===== src/rtl/queue_arbiter_ctrl.sv =====
// Two-requester round-robin arbitrated circular queue with a single dequeue consumer.
// Optional macro QARB_DROP_CNT_EN adds an 8-bit saturating DropCount output.
module queue_arbiter_ctrl #(
    parameter int WIDTH = 8,
    parameter int DEPTH = 8,
    parameter int AW    = 3
) (
    input  logic             Clock,
    input  logic             Reset,
    input  logic             EnqReq0,
    input  logic [WIDTH-1:0] EnqData0,
    input  logic             EnqReq1,
    input  logic [WIDTH-1:0] EnqData1,
    output logic             EnqGnt0,
    output logic             EnqGnt1,
    output logic             MuxSelect,
    input  logic             DeqReq,
    output logic [WIDTH-1:0] DeqData,
    output logic             DeqValid,
    output logic             Full,
    output logic             Empty,
`ifdef QARB_DROP_CNT_EN
    output logic [7:0]       DropCount,
`endif
    output logic [AW:0]      Count
);

    typedef enum logic {
        PRIO_REQ0 = 1'b0,
        PRIO_REQ1 = 1'b1
    } prio_t;

    localparam logic [AW:0]   FULL_COUNT = (AW+1)'(DEPTH);
    localparam logic [AW:0]   COUNT_ONE  = (AW+1)'(1);
    localparam logic [AW-1:0] PTR_ONE    = AW'(1);

    logic [WIDTH-1:0] mem [DEPTH];
    logic [AW-1:0]    head;
    logic [AW-1:0]    tail;
    logic [AW:0]      count;
    prio_t            prio;
    logic [WIDTH-1:0] wr_data;
    logic             enq;
    logic             deq;

    assign Count = count;
    assign Full  = (count == FULL_COUNT);
    assign Empty = (count == '0);

    // NOTE: every output of this block gets a default first, so no path can leave a latch behind.
    always_comb begin
        EnqGnt0 = 1'b0;
        EnqGnt1 = 1'b0;
        if (!Full) begin
            if (EnqReq0 && EnqReq1) begin
                EnqGnt0 = (prio == PRIO_REQ0);
                EnqGnt1 = (prio == PRIO_REQ1);
            end else begin
                EnqGnt0 = EnqReq0;
                EnqGnt1 = EnqReq1;
            end
        end
    end

    assign MuxSelect = EnqGnt1;
    assign wr_data   = MuxSelect ? EnqData1 : EnqData0;
    assign enq       = EnqGnt0 | EnqGnt1;
    assign deq       = DeqReq & ~Empty;

    // NOTE: storage has no reset; head/tail/count define which entries are meaningful.
    always_ff @(posedge Clock) begin
        if (enq) begin
            mem[tail] <= wr_data;
        end
    end

    // NOTE: registered state uses non-blocking assignments so all updates see pre-edge values.
    always_ff @(posedge Clock) begin
        if (Reset) begin
            head     <= '0;
            tail     <= '0;
            count    <= '0;
            prio     <= PRIO_REQ0;
            DeqData  <= '0;
            DeqValid <= 1'b0;
        end else begin
            DeqValid <= deq;
            if (enq) begin
                tail <= tail + PTR_ONE;
                prio <= EnqGnt1 ? PRIO_REQ0 : PRIO_REQ1;
            end
            if (deq) begin
                DeqData <= mem[head];
                head    <= head + PTR_ONE;
            end
            case ({enq, deq})
                2'b10:   count <= count + COUNT_ONE;
                2'b01:   count <= count - COUNT_ONE;
                default: count <= count;
            endcase
        end
    end

`ifdef QARB_DROP_CNT_EN
    // Counts edges on which some requester was refused purely because the queue was full.
    always_ff @(posedge Clock) begin
        if (Reset) begin
            DropCount <= '0;
        end else if (Full && (EnqReq0 || EnqReq1) && (DropCount != 8'hFF)) begin
            DropCount <= DropCount + 8'd1;
        end
    end
`endif

endmodule


===== config.mk =====
export PLATFORM = sky130hd
export DESIGN_NAME = queue_arbiter_ctrl
export DESIGN_NICKNAME = d
export VERILOG_FILES = /design/src/rtl/queue_arbiter_ctrl.sv
export SDC_FILE = /design/constraint.sdc
export NUM_CORES = 1
export LEC_CHECK = 0
export CORE_UTILIZATION = 45
export DETAILED_ROUTE_END_ITERATION = 12
export GPL_TIMING_DRIVEN = 0
export PLACE_DENSITY = 0.75
export SYNTH_ARGS = -nofsm -noshare
export SYNTH_HDL_FRONTEND = slang
export SYNTH_SLANG_ARGS = --single-unit

===== constraint.sdc =====
create_clock -name Clock -period 3.38 [get_ports Clock]
set_input_delay 0.676 -clock Clock [delete_from_list [all_inputs] [get_ports Clock]]
set_output_delay 0.676 -clock Clock [all_outputs]
set_load 0.01 [all_outputs]

# After elaboration in Yosys (flattened, before gate mapping)
# Memories as Yosys holds them, arrays and structs flattened. A register that Yosys moved wholly into a read port is not among the register bits.
# Cells that the tools add are included.
classes:
  add_sub_neg: 4
  n_mul: 0
  div_mod_pow: 0
  magnitude_cmp: 0
  n_eq_ne: 3
  n_shift: 0
  n_mux: 9
  bitwise_logic: 4
  reduce_logical: 3
op_table:
  columns: ["operator", "count"]
  rows:
  - ["$mux 8", 1]
  - ["$pmux 4 s2", 1]
  - ["$mux 1", 7]
  - ["$add 3x1->3 const B", 2]
  - ["$add 4x1->4 const B", 1]
  - ["$eq 4x4->1 const B", 1]
  - ["$logic_not 4->1", 1]
  - ["$sub 4x1->4 const B", 1]
  - ["$eq 2x1->1 const B", 1]
  - ["$eq 2x2->1 const B", 1]
  - ["$not 1->1", 2]
  - ["$reduce_bool 2->1", 1]
  - ["$and 1x1->1", 1]
  - ["$logic_and 1x1->1", 1]
  - ["$or 1x1->1", 1]
totals:
  register_bits: 12
  latch_bits: 0
  mem_bits_rw: 64
  rom_bits: 0
  in_bits: 21
  output_inout_bits: 18
  wordCells: 29
  mem_count: 1
mem_list:
  columns: ["name", "depth", "width", "rd", "rd_ports_with_merged_regs", "write_ports", "line", "source"]
  rows:
  - ["mem", 8, 8, 1, 1, 1, "37", "logic [WIDTH-1:0] mem [DEPTH];"]

# Depth between registers and ports, before layout
depth:
  depth_word: 6
  mapped_depth: 11
  ltp_nobuf: 10

# Worst setup path before layout
# No wires, ideal clock.
synth_path:
  path_kind: "reg-to-reg"
  start: "reg count[0], in the netlist Count[0]"
  end: "reg count[3], in the netlist Count[3]"
  setup_time_ns: 0.070
  arrival_time_ns: 2.531
  required_time_ns: 3.310
  setup_slack_ns: 0.779
  path_stages_with_launch: 11
  n_path_buf: 1
  synth_period_minus_slack_ns: 2.601
  cell_sequence: "dfxtp_1 or4b_1 buf_6 o21a_4 clkinv_4 ha_1 ha_1 a21oi_1 a21oi_1 or4_1 a21oi_1"
synth_via:
  elab_chain_len: 5
  elab_cells_between_ends: 13
  classes_between: "2 x add/sub; 3 x eq/ne; 3 x mux; 3 x bitwise; 2 x reduce/logical"
synth_rtl:
  columns: ["element", "line", "source"]
  rows:
  - ["start: declaration", "40", "logic [AW:0] count;"]
  - ["start signal: assignment", "97", "2'b10: count <= count + COUNT_ONE;"]
  - ["start signal: assignment", "98", "2'b01: count <= count - COUNT_ONE;"]
  - ["start signal: assignment", "99", "default: count <= count;"]
  - ["$eq 4x4->1 / $logic_not 4->1 (equally long branches)", "47, 48", null]
  - ["$mux 1 / $not 1->1 (equally long branches)", "54, 68", null]
  - ["$or 1x1->1 / $and 1x1->1 (equally long branches)", "67, 68", null]
  - ["$eq 2x1->1 / $eq 2x2->1 (equally long branches)", "96", "case ({enq, deq})"]
  - ["$pmux 4 s2 / $reduce_bool 2->1 (equally long branches)", null, null]
# Parallel ways exist; a longest one is shown, timed or not.
# A chain may end at the register's enable or synchronous reset.

# Worst setup path after layout
layout_path:
  start: "reg count[0], in the netlist Count[0]"
  end: "out MuxSelect"
layout_via:
  elab_chain_len: 2
layout_rtl:
  columns: ["element", "line", "source"]
  rows:
  - ["$eq 4x4->1", "47", "assign Full = (count == FULL_COUNT);"]
  - ["$mux 1", "54", "if (!Full) begin"]
  - ["end: declaration", "16", "output logic MuxSelect,"]
# No other way between the ends.

==> implementation parameters <==
Parameter                              Value

Worst hold path
  Type of the most critical hold path ... reg -> reg
  Hold-critical path depth ... 2
  Startpoint of the most critical hold path ... DeqData[4]

Pwr
  Pleak ... 1.39 nW
  Power Internal ... roughly 2.1 mW
  Clk pwr share ... 0.232
  Max rail drop VDD ... 0.266 mV
  Power per unit of standard cell area ... 709 nW/um^2
  Sequential power share ... 0.463
  Switching part of the total power ... 0.286
  Switching Power ... 0.838 mW
  Comb power frac ... 0.306

Global routing
  Vias in the first global route ... around 1800
  Global-route wire length before repair ... just under 10 mm
  Leftover overflow at the end of global routing ... 0
  Initial antenna violation count ... 0
  GRT Total Usage ... 0.181
  Pin count of the biggest net entering global routing ... 14

Floorplan
  Core ar. ... approximately 7300 sq um
  Total Die Area ... approximately 8000 sq um
  Horizontal extent of the die ... 89.2 um
  IO Pins ... 39
  Chip height ... roughly 90 um
  Placement Rows ... 31
  Initial core utilization ... 0.469

Worst setup path
  Biggest fanout along the worst timing path ... 9
  Required time of the critical path ... roughly 2700 ps
  Worst endpoint data arrival time ... between 2000 and 2500 ps
  Critical Path Start Type ... flip-flop
  CP cell instances ... or4b_1, buf_6, nand3_4, inv_1, buf_4, clkdlybuf4s50_1
  Type of destination of the critical path ... output port
  Crit Path Category ... reg -> out
  Library cell contributing the largest single delay on the critical path ... sky130_fd_sc_hd__or4b_1
  Launch instance of the worst register-to-register path ... Count[0]
  Worst setup startpoint ... Count[0]
  Number of cells on the worst reg-to-reg path ... 8
  Largest stage delay on the critical path ... around 560 ps

Logic synthesis
  Mean cell area of the mapped netlist ... ~16 sq um
  Post-Syn Area ... 3420 sq um
  Seq cells post-synth ... 84
  Syn_nets ... 238
  Area share of the largest cell type after synthesis ... 0.562
  Cell type with the highest aggregate area in the netlist ... sky130_fd_sc_hd__edfxtp_1
  Synth warnings ... 0
  Post-Syn Instances ... 211
  Fraction of the yosys area taken by sequential cells ... 0.679
  Cell types with the largest area share after synthesis ... sky130_fd_sc_hd__edfxtp_1, sky130_fd_sc_hd__dfxtp_1, sky130_fd_sc_hd__mux4_2
  Count of different cell masters after synthesis ... 35

Placed design
  Number of I/O port buffers ... 37
  Placer Congestion ... between 0.7 and 0.8
  Total cell area at the placement stage ... about 3900 sq um
  Placed wire-length estimate ... between 4 and 5 mm

Route
  1st-pass router iterations ... 4
  DRC ... 0
  Met1 WL ... 2.78 mm
  Routed length on met3 ... 323 um
  Highest metal layer with signal wires ... met4
  Remaining antenna violation count after routing ... 0
  Via density ... ~5.4
  Final wirelength ... roughly 6.3 mm
  Average detailed-routed wire length per instance ... ~17 um
  Initial detailed-routing violation count ... around 190
  Routed length on met2 ... between 3 and 4 mm
  Number of vias after detailed routing ... 1972

Clock network
  CTS tree ... done
  # clock sinks ... 84
  Root Buffer ... sky130_fd_sc_hd__clkbuf_8
  Post-CTS Setup Repair Bufs ... 0
  Source-to-sink clock delay at the later pin of the worst-skew pair ... between 300 and 400 ps
  Number of clock buffers inserted by TritonCTS ... 9
  Maximum clock path buffer count ... 2
  Clock-pin transition on the worst setup and hold timing paths ... ~80 ps
  Hold_buf cts ... 0
  Number of gates given a new drive strength after cts ... 0
  # H-tree levels ... 3

Layout
  Layout filler cell count ... between 600 and 700
  Final Net Count ... ~290
  Area added between synthesis and finish ... 20.9%
  Non-Filler Cell Area, Final ... roughly 4100 sq um
  Share of layout cells above drive strength 1 ... 0.208
  Final antenna diode count ... 0

Timing
  Actual transition at the worst max-transition pin ... 1410 ps
  Worst rel slew slack ... 0.0500
  Maximum clock frequency ... about 0.34 GHz
  Unrepaired setup endpoints after global routing ... false
  Fin Clk Skew ... between 10 and 15 ps
  Ratio of final minimum period to clock period ... 0.880
  Final hold vios ... 0
  Final-layout setup total negative slack ... 0 ps
  Minimum clock period after layout ... about 3000 ps
  Max Transition Viols Final ... 0
  Final setup fails ... 0

Run
  Max_cap viols ... 0

Status
  Outcome ... complete, no violations
kinds of logic (layout without fill, tap and decap cells):
kind of cell / count (synthesis) / count (layout) / share of synthesized area
buf+inv: 17 / 71 / 0.0274
flops: 84 / 84 / 0.679
fa+ha+maj: 6 / 6 / 0.0241
compound gates: 21 / 21 / 0.0424
mux: 25 / 25 / 0.135
xor+xnor: 6 / 6 / 0.0154
simple gates: 52 / 52 / 0.0768
synthesized netlist by cell type (all sizes together):
cell	instances
edfxtp	64
nor2	21
dfxtp	20
mux4	16
nor3	12
a21oi	8
mux2	8
o22ai	8
buf	7
nand2	7
ha	5
inv	5
clkbuf	4
nand2b	4
xor2	4
nand3	2
nor4	2
xnor2	2
a311oi	1
and3	1
clkinv	1
fa	1
mux2i	1
nor2b	1
o211ai	1
o21a	1
o31ai	1
o41a	1
or4	1
or4b	1
layer usage:
metal | global-route usage | vias up
li1 | - | 910
met1 | 0.234 | 991
met2 | 0.293 | 60
met3 | 0.0397 | 11
met4 | 0.0895 | 0
met5 | 0 | -
worst max-delay path: cells and delay by family, from the launching register on:
family	cells	cell delay [ps]
buf+inv	4	840
simple gates	2	730
flops	1	380
state kept, by name, indices dropped and copies added (netlist names):
name and flops:
mem 64, Count 4, prio 1, DeqData 8, DeqValid 1, head 3, tail 3
power by group through the flow:
| stage | Clock (mW) | Sequential, mW | Combinational, mW |
|---|---|---|---|
| 2_1_floorplan | 0 | 1.39 | 0.561 |
| 3_3_place_gp | 0 | 1.37 | 0.873 |
| 3_5_place_dp | 0 | 1.38 | 0.905 |
| 4_1_cts | 0.694 | 1.36 | 0.908 |
| 5_1_grt | 0.733 | 1.38 | 0.975 |
| 6_report | 0.679 | 1.36 | 0.896 |
final cells by class:
class	instances	area, sq um	area share
buffer	11	66.3	0.0160
clock buffer	15	188	0.0454
clock inverter	1	5.00	0.00121
inverter	6	27.5	0.00666
multi-input combinational	110	1020	0.248
sequential	84	2320	0.562
tap	99	124	0.0300
timing repair buffer	38	378	0.0914
metrics by stage:
step	total power, mW	utilization	hold slack (ps)	cells	worst slack (ps)
floorplan	1.95	-	463	211	779
global placement	2.25	0.537	478	347	-154
detailed placement	2.29	0.539	479	348	69.2
CTS	2.96	0.565	496	364	370
global route	3.08	0.567	515	364	288
finish	2.93	0.567	493	364	405
worst paths after layout:
kind,end,slack [ps]
setup / recovery,MuxSelect,410
hold / removal,DeqData[4],490
setup reg to reg,Count[3],620
hold reg to reg,DeqData[4],490
cell usage in the layout (no fill, tap or decap), types with 2 or more instances in the layout:
master | synthesis | final
sky130_fd_sc_hd__edfxtp_1 | 64 | 64
sky130_fd_sc_hd__clkdlybuf4s50_1 | 0 | 37
sky130_fd_sc_hd__nor2_1 | 21 | 21
sky130_fd_sc_hd__dfxtp_1 | 20 | 20
sky130_fd_sc_hd__mux4_2 | 16 | 16
sky130_fd_sc_hd__clkbuf_8 | 0 | 11
sky130_fd_sc_hd__nor3_1 | 12 | 9
sky130_fd_sc_hd__mux2_2 | 8 | 8
sky130_fd_sc_hd__o22ai_1 | 8 | 8
sky130_fd_sc_hd__clkbuf_1 | 4 | 7
sky130_fd_sc_hd__a21oi_1 | 7 | 7
sky130_fd_sc_hd__nand2_1 | 6 | 6
sky130_fd_sc_hd__inv_1 | 5 | 5
sky130_fd_sc_hd__buf_4 | 4 | 5
sky130_fd_sc_hd__ha_1 | 5 | 5
sky130_fd_sc_hd__nand2b_1 | 4 | 4
sky130_fd_sc_hd__xor2_1 | 4 | 4
sky130_fd_sc_hd__nor3_2 | 0 | 3
sky130_fd_sc_hd__buf_2 | 2 | 2
sky130_fd_sc_hd__xnor2_1 | 2 | 2
Note: power is estimated with default switching activity, not from simulation.
